## src/rtl/riscv_core_pkg.sv

```systemverilog
// Shared types and constants for the performance aggregation slice.
package riscv_core_pkg;

  typedef enum logic [1:0] {
    IDLE,
    DIVIDE,
    UPDATE
  } perf_agg_state_e;

  localparam int unsigned DEFAULT_NUM_CORES          = 4;
  localparam int unsigned DEFAULT_PERF_WINDOW_CYCLES = 1024;
  localparam int unsigned DEFAULT_IPC_FRAC_BITS      = 8;
  localparam int unsigned PERF_HIT_RATE_EMPTY        = 100;

  // Number of set bits in a strobe vector (up to 32 cores).
  function automatic int unsigned popcount(input logic [31:0] v);
    int unsigned c;
    c = 0;
    for (int unsigned i = 0; i < 32; i++) begin
      c += 32'(v[i]);
    end
    return c;
  endfunction

endpackage

```

## src/rtl/perf_restoring_divider.sv

```systemverilog
// Restoring unsigned divider: one quotient bit per cycle, WIDTH-cycle latency.
// done_o is high in the cycle performing the last step; quotient_o is valid
// from the following cycle until the next start.
module perf_restoring_divider #(
  parameter int unsigned WIDTH = 16
) (
  input  logic             clk_i,
  input  logic             rst_ni,
  input  logic             start_i,
  input  logic [WIDTH-1:0] dividend_i,
  input  logic [WIDTH-1:0] divisor_i,
  output logic             done_o,
  output logic [WIDTH-1:0] quotient_o
);

  localparam int unsigned CNT_W = $clog2(WIDTH);

  logic             busy_q;
  logic [CNT_W-1:0] step_q;
  logic [WIDTH-1:0] rem_q;
  logic [WIDTH-1:0] quo_q;
  logic [WIDTH-1:0] dvs_q;
  logic [WIDTH:0]   rem_sh;
  logic [WIDTH:0]   rem_d;
  logic             ge;
  logic             unused_rem_msb;

  // One restoring step: shift in next dividend bit, subtract if it fits.
  always_comb begin
    rem_sh = {rem_q, quo_q[WIDTH-1]};
    ge     = (rem_sh >= {1'b0, dvs_q});
    rem_d  = ge ? (rem_sh - {1'b0, dvs_q}) : rem_sh;
  end

  // Remainder is always below the divisor, so its top bit is never needed.
  assign unused_rem_msb = rem_d[WIDTH];

  assign done_o     = busy_q && (step_q == CNT_W'(WIDTH - 1));
  assign quotient_o = quo_q;

  // Operand load on start, then WIDTH iterations.
  always_ff @(posedge clk_i or negedge rst_ni) begin
    if (!rst_ni) begin
      busy_q <= 1'b0;
      step_q <= '0;
      rem_q  <= '0;
      quo_q  <= '0;
      dvs_q  <= '0;
    end else if (start_i) begin
      busy_q <= 1'b1;
      step_q <= '0;
      rem_q  <= '0;
      quo_q  <= dividend_i;
      dvs_q  <= divisor_i;
    end else if (busy_q) begin
      rem_q <= rem_d[WIDTH-1:0];
      quo_q <= {quo_q[WIDTH-2:0], ge};
      if (step_q == CNT_W'(WIDTH - 1)) begin
        busy_q <= 1'b0;
      end else begin
        step_q <= step_q + CNT_W'(1);
      end
    end
  end

endmodule

```

## src/rtl/multi_core_perf_aggregator.sv

```systemverilog
// Windowed per-core event aggregator producing IPC, L1 hit rate,
// stall-bottleneck and activity snapshots once per window.
module multi_core_perf_aggregator
  import riscv_core_pkg::*;
#(
  parameter int unsigned NUM_CORES     = DEFAULT_NUM_CORES,
  parameter int unsigned WINDOW_CYCLES = DEFAULT_PERF_WINDOW_CYCLES,
  parameter int unsigned IPC_FRAC_BITS = DEFAULT_IPC_FRAC_BITS
) (
  input  logic                 clk_i,
  input  logic                 rst_ni,
  input  logic                 perf_enable_i,
  input  logic [NUM_CORES-1:0] instr_retired_i,
  input  logic [NUM_CORES-1:0] l1_access_i,
  input  logic [NUM_CORES-1:0] l1_hit_i,
  input  logic [NUM_CORES-1:0] stall_i,
  input  logic [NUM_CORES-1:0] core_active_i,
  output logic [31:0]          current_ipc_o,
  output logic [7:0]           cache_hit_rate_l1_o,
  output logic                 pipeline_bottleneck_o,
  output logic                 any_core_active_o,
  output logic                 perf_valid_o
);

  localparam int unsigned ACC_W    = $clog2(NUM_CORES * WINDOW_CYCLES + 1);
  localparam int unsigned DIV_W    = ACC_W + 7;
  localparam int unsigned WIN_LOG2 = $clog2(WINDOW_CYCLES);
  localparam int unsigned CNT_W    = WIN_LOG2;
  localparam int unsigned IPC_W    = ACC_W + IPC_FRAC_BITS;
  localparam logic [ACC_W-1:0] STALL_HALF = ACC_W'((NUM_CORES * WINDOW_CYCLES) / 2);

  // The divide/update sequence must finish before the next window end.
  if (((WINDOW_CYCLES & (WINDOW_CYCLES - 1)) != 0) || (WINDOW_CYCLES < 2 * DIV_W + 4)) begin : g_bad_window
    $error("WINDOW_CYCLES must be a power of two and at least 2*DIV_W+4");
  end

  perf_agg_state_e state_q;
  logic [CNT_W-1:0] cnt_q;
  logic [ACC_W-1:0] ret_acc_q, acc_acc_q, hit_acc_q, stall_acc_q;
  logic [ACC_W-1:0] ret_acc_d, acc_acc_d, hit_acc_d, stall_acc_d;
  logic [ACC_W-1:0] ret_snap_q, acc_snap_q, stall_snap_q;
  logic             win_end;
  logic             div_start, div_done;
  logic [DIV_W-1:0] div_dividend, div_quo;
  logic [IPC_W-1:0] ipc_full;
  logic [31:0]      ipc_d;
  logic [7:0]       rate_d;
  logic             unused_quo_hi;

  logic [31:0] ipc_q;
  logic [7:0]  rate_q;
  logic        bottleneck_q, active_q, valid_q;

  // Accumulator next values include the current cycle's strobes.
  always_comb begin
    ret_acc_d   = ret_acc_q   + ACC_W'(popcount(32'(instr_retired_i)));
    acc_acc_d   = acc_acc_q   + ACC_W'(popcount(32'(l1_access_i)));
    hit_acc_d   = hit_acc_q   + ACC_W'(popcount(32'(l1_hit_i & l1_access_i)));
    stall_acc_d = stall_acc_q + ACC_W'(popcount(32'(stall_i & core_active_i)));
  end

  assign win_end      = perf_enable_i && (cnt_q == CNT_W'(WINDOW_CYCLES - 1));
  assign div_start    = (state_q == IDLE) && win_end;
  assign div_dividend = DIV_W'(hit_acc_d) * DIV_W'(PERF_HIT_RATE_EMPTY);

  // Snapshot-derived output values, computed from registered snapshots.
  always_comb begin
    ipc_full = (IPC_W'(ret_snap_q) << IPC_FRAC_BITS) >> WIN_LOG2;
    ipc_d    = 32'(ipc_full);
    rate_d   = (acc_snap_q == '0) ? 8'(PERF_HIT_RATE_EMPTY) : div_quo[7:0];
  end

  // Quotient never exceeds 100, so only the low byte is consumed.
  assign unused_quo_hi = ^div_quo[DIV_W-1:8];

  // Window counter and event accumulators; cleared at window end and while disabled.
  always_ff @(posedge clk_i or negedge rst_ni) begin
    if (!rst_ni) begin
      cnt_q       <= '0;
      ret_acc_q   <= '0;
      acc_acc_q   <= '0;
      hit_acc_q   <= '0;
      stall_acc_q <= '0;
    end else if (!perf_enable_i || win_end) begin
      cnt_q       <= '0;
      ret_acc_q   <= '0;
      acc_acc_q   <= '0;
      hit_acc_q   <= '0;
      stall_acc_q <= '0;
    end else begin
      cnt_q       <= cnt_q + CNT_W'(1);
      ret_acc_q   <= ret_acc_d;
      acc_acc_q   <= acc_acc_d;
      hit_acc_q   <= hit_acc_d;
      stall_acc_q <= stall_acc_d;
    end
  end

  perf_restoring_divider #(
    .WIDTH(DIV_W)
  ) u_div (
    .clk_i      (clk_i),
    .rst_ni     (rst_ni),
    .start_i    (div_start),
    .dividend_i (div_dividend),
    .divisor_i  (DIV_W'(acc_acc_d)),
    .done_o     (div_done),
    .quotient_o (div_quo)
  );

  // Snapshot/divide/update sequencer with registered outputs.
  always_ff @(posedge clk_i or negedge rst_ni) begin
    if (!rst_ni) begin
      state_q      <= IDLE;
      ret_snap_q   <= '0;
      acc_snap_q   <= '0;
      stall_snap_q <= '0;
      ipc_q        <= '0;
      rate_q       <= '0;
      bottleneck_q <= 1'b0;
      valid_q      <= 1'b0;
    end else begin
      valid_q <= 1'b0;
      case (state_q)
        IDLE: begin
          if (win_end) begin
            ret_snap_q   <= ret_acc_d;
            acc_snap_q   <= acc_acc_d;
            stall_snap_q <= stall_acc_d;
            state_q      <= DIVIDE;
          end
        end
        DIVIDE: begin
          if (div_done) begin
            state_q <= UPDATE;
          end
        end
        UPDATE: begin
          ipc_q        <= ipc_d;
          rate_q       <= rate_d;
          bottleneck_q <= (stall_snap_q > STALL_HALF);
          valid_q      <= 1'b1;
          state_q      <= IDLE;
        end
        default: state_q <= IDLE;
      endcase
    end
  end

  // Activity flag tracks the cores every cycle, independent of enable.
  always_ff @(posedge clk_i or negedge rst_ni) begin
    if (!rst_ni) begin
      active_q <= 1'b0;
    end else begin
      active_q <= |core_active_i;
    end
  end

  assign current_ipc_o         = ipc_q;
  assign cache_hit_rate_l1_o   = rate_q;
  assign pipeline_bottleneck_o = bottleneck_q;
  assign any_core_active_o     = active_q;
  assign perf_valid_o          = valid_q;

endmodule

```

## config.mk

```make
export PLATFORM = sky130hd
export DESIGN_NAME = multi_core_perf_aggregator
export DESIGN_NICKNAME = d
export VERILOG_FILES = /design/src/rtl/riscv_core_pkg.sv /design/src/rtl/perf_restoring_divider.sv /design/src/rtl/multi_core_perf_aggregator.sv
export SDC_FILE = /design/constraint.sdc
export NUM_CORES = 1
export LEC_CHECK = 0
export ABC_AREA = 1
export CAP_MARGIN = 20
export CORE_MARGIN = 5
export CORE_UTILIZATION = 63
export CTS_BUF_LIST = sky130_fd_sc_hd__clkbuf_8
export DETAILED_ROUTE_END_ITERATION = 7
export PLACE_DENSITY = 0.83
export SYNTH_ARGS = -nofsm -noshare
export SYNTH_HDL_FRONTEND = slang
export SYNTH_HIERARCHICAL = 1
export SYNTH_SLANG_ARGS = --single-unit
```

## constraint.sdc

```tcl
create_clock -name clk_i -period 5.41 [get_ports clk_i]
set_clock_uncertainty 0.2 [all_clocks]
set_input_delay 1.082 -clock clk_i [delete_from_list [all_inputs] [get_ports clk_i]]
set_output_delay 1.082 -clock clk_i [all_outputs]
set_load 0.1 [all_outputs]
```

### After elaboration in Yosys (flattened, before gate mapping)

Cells that the tools add are included.

| word-level totals | value |
|---|---|
| input bits | 23 |
| word-level logic and storage cells | 139 |
| flip-flop bits (word level) | 184 |

| operators by class | value |
|---|---|
| equality and inequality tests | 7 |
| $lt $le $gt $ge | 2 |
| reduce and logical (&&, ||, !) cells | 12 |
| add/subtract/negate cells | 75 |
| bitwise gates (word level) | 2 |
| multiplexer cells | 21 |
| multiply operators | 1 |

Operators with widths:

| cell | number |
|---|---|
| $add A13 B1 Y13 const B | 38 |
| $mux W20 | 5 |
| $mux W13 | 4 |
| $add A12 B1 Y13 const B | 2 |
| $add A13 B13 Y13 | 2 |
| $add A13 B4 Y13 | 2 |
| $add A11 B1 Y12 const B | 2 |
| $add A10 B1 Y11 const B | 2 |
| $ge A21 B13 Y1 | 1 |
| $add A9 B1 Y10 const B | 2 |
| $sub A20 B13 Y20 | 1 |
| $add A8 B1 Y9 const B | 2 |
| $mul A13 B5 Y18 const B | 1 |
| $add A3 B1 Y4 | 4 |
| $add A7 B1 Y8 const B | 2 |
| $mux W5 | 3 |
| $add A6 B1 Y7 const B | 2 |
| $gt A13 B12 Y1 const B | 1 |
| $logic_not A13 Y1 | 1 |
| $add A2 B1 Y3 | 4 |
| $add A5 B1 Y6 const B | 2 |
| $add A10 B1 Y10 const B | 1 |
| $add A4 B1 Y5 const B | 2 |
| $eq A10 B10 Y1 const B | 1 |
| other kinds (19) | 33 |

### Logic depth before layout (Yosys ltp)

| logic depth | value |
|---|---|
| depth after elaboration | 35 |
| mapped depth | 27 |

### Modules after synthesis

The synthesis kept the hierarchy.

Modules (own cells, without submodules):

| module | cells each | area each (sq um) | instances | seq. area each (sq um) |
|---|---|---|---|---|
| multi_core_perf_aggregator | 962 | 7584.8 | 1 | 3078.0 |
| perf_restoring_divider | 583 | 4256.6 | 1 | 1651.6 |

### Worst setup path before layout

OpenSTA, ideal clock, no wires.

| timing path | value |
|---|---|
| path type | input-to-reg |
| from | input l1_access_i[0] |
| to | register u_div.quo_q[18], in the netlist u_div/quotient_o[18] |
| library setup time | 129 ps |
| stages | 26 |
| required time | 5081 ps |
| arrival time | 5141 ps |
| path buffers | 0 |
| path slack | -60 ps |
| cells stage by stage | nand2_1 -> fa_1 -> fa_1 -> inv_1 -> fa_1 -> nand2_1 -> nor2_1 -> nand3_1 -> nand2_1 -> inv_1 -> ha_1 -> ha_1 -> inv_1 -> fa_1 -> inv_1 -> ha_1 -> nand2_1 -> inv_1 -> nand2_1 -> nand2_1 -> nand2_1 -> nand3_1 -> nand2_1 -> nand2_1 -> a22oi_1 -> o21ai_1 |

| on the way | value |
|---|---|
| cells in the longest elaborated chain, start to end | 35 |

RTL lines:

| what | RTL line | source |
|---|---|---|
| start: declaration | multi_core_perf_aggregator.sv:14 | `input logic [NUM_CORES-1:0] l1_access_i,` |
| $and A4 B4 Y4 | multi_core_perf_aggregator.sv:58 | `hit_acc_d = hit_acc_q + ACC_W'(popcount(32'(l1_hit_i & l1_access_i)));` |
| $add A1 B1 Y2 | riscv_core_pkg.sv:20 | `c += 32'(v[i]);` |
| $add A2 B1 Y3 | riscv_core_pkg.sv:20 |  |
| $add A3 B1 Y4 | riscv_core_pkg.sv:20 |  |
| $add A4 B1 Y5 | riscv_core_pkg.sv:20 |  |
| $add A5 B1 Y6 | riscv_core_pkg.sv:20 |  |
| $add A6 B1 Y7 | riscv_core_pkg.sv:20 |  |
| $add A7 B1 Y8 | riscv_core_pkg.sv:20 |  |
| (+2 left out) | -- |  |
| $add A10 B1 Y11 | riscv_core_pkg.sv:20 |  |
| $add A11 B1 Y12 | riscv_core_pkg.sv:20 |  |
| $add A12 B1 Y13 | riscv_core_pkg.sv:20 |  |
| $add A13 B1 Y13 (19 in a row) | riscv_core_pkg.sv:20 |  |
| $add A13 B13 Y13 | multi_core_perf_aggregator.sv:58 |  |
| $mul A13 B5 Y18 | multi_core_perf_aggregator.sv:64 | `assign div_dividend = DIV_W'(hit_acc_d) * DIV_W'(PERF_HIT_RATE_EMPTY);` |
| net div_dividend[18] | multi_core_perf_aggregator.sv:44 | `logic [DIV_W-1:0] div_dividend, div_quo;` |
| $mux W20 | perf_restoring_divider.sv:49 | `end else if (start_i) begin` |
| end signal: assignment | perf_restoring_divider.sv:53 | `quo_q <= dividend_i;` |
| end signal: assignment | perf_restoring_divider.sv:57 | `quo_q <= {quo_q[WIDTH-2:0], ge};` |
| end: declaration | perf_restoring_divider.sv:21 | `logic [WIDTH-1:0] quo_q;` |

The timed path passes the listed nets, and every way through them passes these cells.
A chain may end at the register's enable or synchronous reset.

### Worst setup path after layout

| timing path | value |
|---|---|
| from | input l1_access_i[0] |
| to | register u_div.quo_q[17], in the netlist u_div/quotient_o[17] |

The elaborated chain is that of the path after synthesis.

==> metrics.cfg <==
[global_route]
grt_max_degree=119
grt_usage_pct=24.2
antenna_found_initial=0
first_global_vias=9567
grt-ovfl-total=0
grt_first_pass_wirelength_microns=43900

[power_and_ir_drop]
ir_drop_mv=0.165
power_density_nw_per_um2=218
p_leak_nw=7.30
power.total_mw=3.02

[critical_path]
r2r-end=u_div/quotient_o[17]
crit_arrival_ns=5.28
cp-end-kind=flop
startpoint_type=input pin
crit_type=input pin to flop
reg2reg_slack_ns=0.66
path_cells=dlymetal6s2s_1, nand2_1, fa_1, fa_2, inv_2, fa_2, nor2_1, nor2_1, ha_1, ha_1, ha_1, inv_1, xor2_1, ha_1, nand2_1, nand3_1, nand3_2, nand3_1, nand2_1, nand2_1, nand2_1, o221ai_1
max_stage_delay_ns=0.56
crit_top_cell=nand2_1
worst_ep_required_time_ns=5.54
rr_worst_depth=21
slowest_stage=fa_1
cp_max_fo=5
r2r_start=hit_acc_q[0]

[placed_design]
hpwlAfterDp_microns=18400
placed_cells=1853
globalplace.congestion=0.942
portBuffers=44
pre_cts_ws_ns=-0.725

[clocking]
cts-root-buf=clkbuf_8
htree_levels=4
clock_path_buffers=2
clk_pin_slew_ns=0.11
clock_sinks=189
cts_made_buffers=17
postCtsHoldBufs=0
worst_skew_pair.late_latency_ns=0.48
cts_tree=built

[outcome]
status=finished, final reports clean

[min_path]
min_to=current_ipc_o[6]
hold-path-cell-count=2
hold_path_class=flop to flop
hold_start=current_ipc_o[6]

[routing]
wl_per_cell_microns=15.0
totalWireLength_microns=28500
final_antenna_net_count=0
drc=0
vias=10242
firstDrtPassIters=5
drt_iter0_drc=639
avgViaCountPerCell=5.40

[synthesis]
netlist.area_leader.share_pct=39.9
avgSynthCellArea_sq_um=7.66
netlist_instances=1545
netlist_area_sq_um=11800
netlist_top_cells_area=dfrtp_1, nand2_1, inv_1, ha_1, nand3_1
ys_seq_area_share_pct=39.9
yosysWarnings=6
synthDistinctLibCells=44
ys_ff_latch=189
synth_top_area_cell=dfrtp_1

[floorplan]
num_rows=50
die_area_sq_um=21600
core_sq_um=18600
initial_core_util_pct=63.7
die_h_microns=147
die_w_microns=147
ios=66

[timing]
rsz0062_at_grt=false
drv_slew=0
hold_viol_final=0
min_period_ns=5.15
fin_crit_sh_pct=95.2
final-setup-viol-count=0
setup_slack_ns=0.258
tightest_slew_ns=0.998
max_slew_margin_pct=33.3
fmax_mhz=194

[final_layout]
fin_nets=1760
area_growth_pct=17.3
insertedDiodeCount=0
nFillCells=1308
multi_input_area_sq_um=6490
drive_gt1_share_pct=14.4
final_cells=1895
regArea_sq_um=4730

[flow_run]
maxCapViolCount=0

[Yosys cell counts (all sizes together)]
cell type	count
a21oi	33
a22oi	2
and3	6
buf	43
clkbuf	12
clkinv	2
conb	1
dfrtp	189
fa	20
ha	69
inv	256
nand2	459
nand3	106
nand3b	13
nand4	20
nor2	144
nor2b	3
nor3	19
nor3b	3
nor4	1
o211ai	2
o21a	2
o21ai	72
o21bai	4
o221ai	16
or2	2
or4	1
xnor2	17
xor2	28
[what timing repair did]
| action | in CTS | in global routing |
|---|---|---|
| gates cloned | 0 | 0 |
| resized for setup | 20 | 113 |
| buffers inserted | 5 | 4 |
| setup endpoints to repair | 10 | 10 |
| pin swaps | 12 | 56 |
[worst max path at each step]
stage                   start              endpoint  slack [ns]
3_3_place_gp   l1_access_i[0]  u_div/quotient_o[18]       -0.53
2_1_floorplan  l1_access_i[0]  u_div/quotient_o[18]        0.03
3_5_place_dp   l1_access_i[0]  u_div/quotient_o[18]       -0.72
5_1_grt        l1_access_i[0]  u_div/quotient_o[15]        0.06
6_report       l1_access_i[0]  u_div/quotient_o[17]        0.26
4_1_cts        l1_access_i[2]  u_div/quotient_o[18]       0.005
[cells in the final DEF, fill, tap and decap left out, types with 4 or more instances in the layout]
master	netlist	layout
nor2_1	134	120
dlymetal6s2s_1	0	4
o21ai_1	21	23
inv_2	5	23
fa_1	20	18
inv_1	251	232
nor2_2	4	11
nor3_2	4	4
nand4_1	20	20
and3_1	6	6
nand3b_1	13	13
clkdlybuf4s50_1	0	39
nand3_1	104	99
buf_6	6	4
o21ai_0	50	47
clkbuf_8	0	18
nand3_2	2	7
nor3_1	15	14
conb_1	1	30
ha_1	69	44
nor2_4	5	12
xor2_1	28	25
dfrtp_1	189	189
nand2_1	446	420
a21oi_1	32	29
o221ai_1	16	14
buf_4	24	60
ha_4	0	25
xnor2_1	17	17
nand2_2	9	26
nand2_4	4	13
[worst max-delay path: cells and delay by family]
family	cells	cell delay, ns
adders and majority gates	7	2.47
and+or+nand+nor	10	1.24
buffers and inverters	3	0.24
xor gates and xnor gates	1	0.16
AOI/OAI and AO/OA	1	0.12
[kinds of logic after synthesis]
kind of cell | count (synthesis) | synth area share, %
XOR/XNOR | 45 | 3.33
buffers and inverters | 313 | 11.2
adder cells (fa/ha/maj) | 89 | 10.7
AO/OA/AOI/OAI | 131 | 6.38
other | 1 | 0.0317
AND/OR/NAND/NOR | 777 | 28.4
flip-flops | 189 | 39.9
[power breakdown]
part	internal [mW]	switching, mW	total (mW)
Clock	0.427	0.549	0.977
Sequential	1.44	0.0318	1.48
Combinational	0.218	0.352	0.570
[layout make-up]
cell class,count,share of cell area (%)
multi-input combinational,1072,46.7
sequential,189,34.1
timing repair buffer,110,7.13
inverter,258,7.01
tap,234,2.11
clock buffer,17,1.68
clock inverter,15,1.29
[layer usage]
metal / global-route usage, % / share of wire [%] / vias to the layer above
met3: 4.72 / 6.0 / 87
met4: 4.80 / 3.2 / 0
li1: - / - / 4978
met1: 32.7 / 42 / 4827
met5: 0 / 0 / -
met2: 41.2 / 49 / 350
[metrics by stage]
stage          util (%)  area (sq um)  hold slack [ns]  TNS (ns)
4_1_cts            71.7         13300            0.275         0
5_1_grt            74.7         13900            0.289         0
3_3_place_gp       68.7         12800            0.251     -4.53
6_report           74.7         13900            0.279         0
3_5_place_dp       68.7         12800            0.258     -6.43
2_1_floorplan         -         12000            0.233         0
No activity file was read; power rests on OpenSTA's default activity.
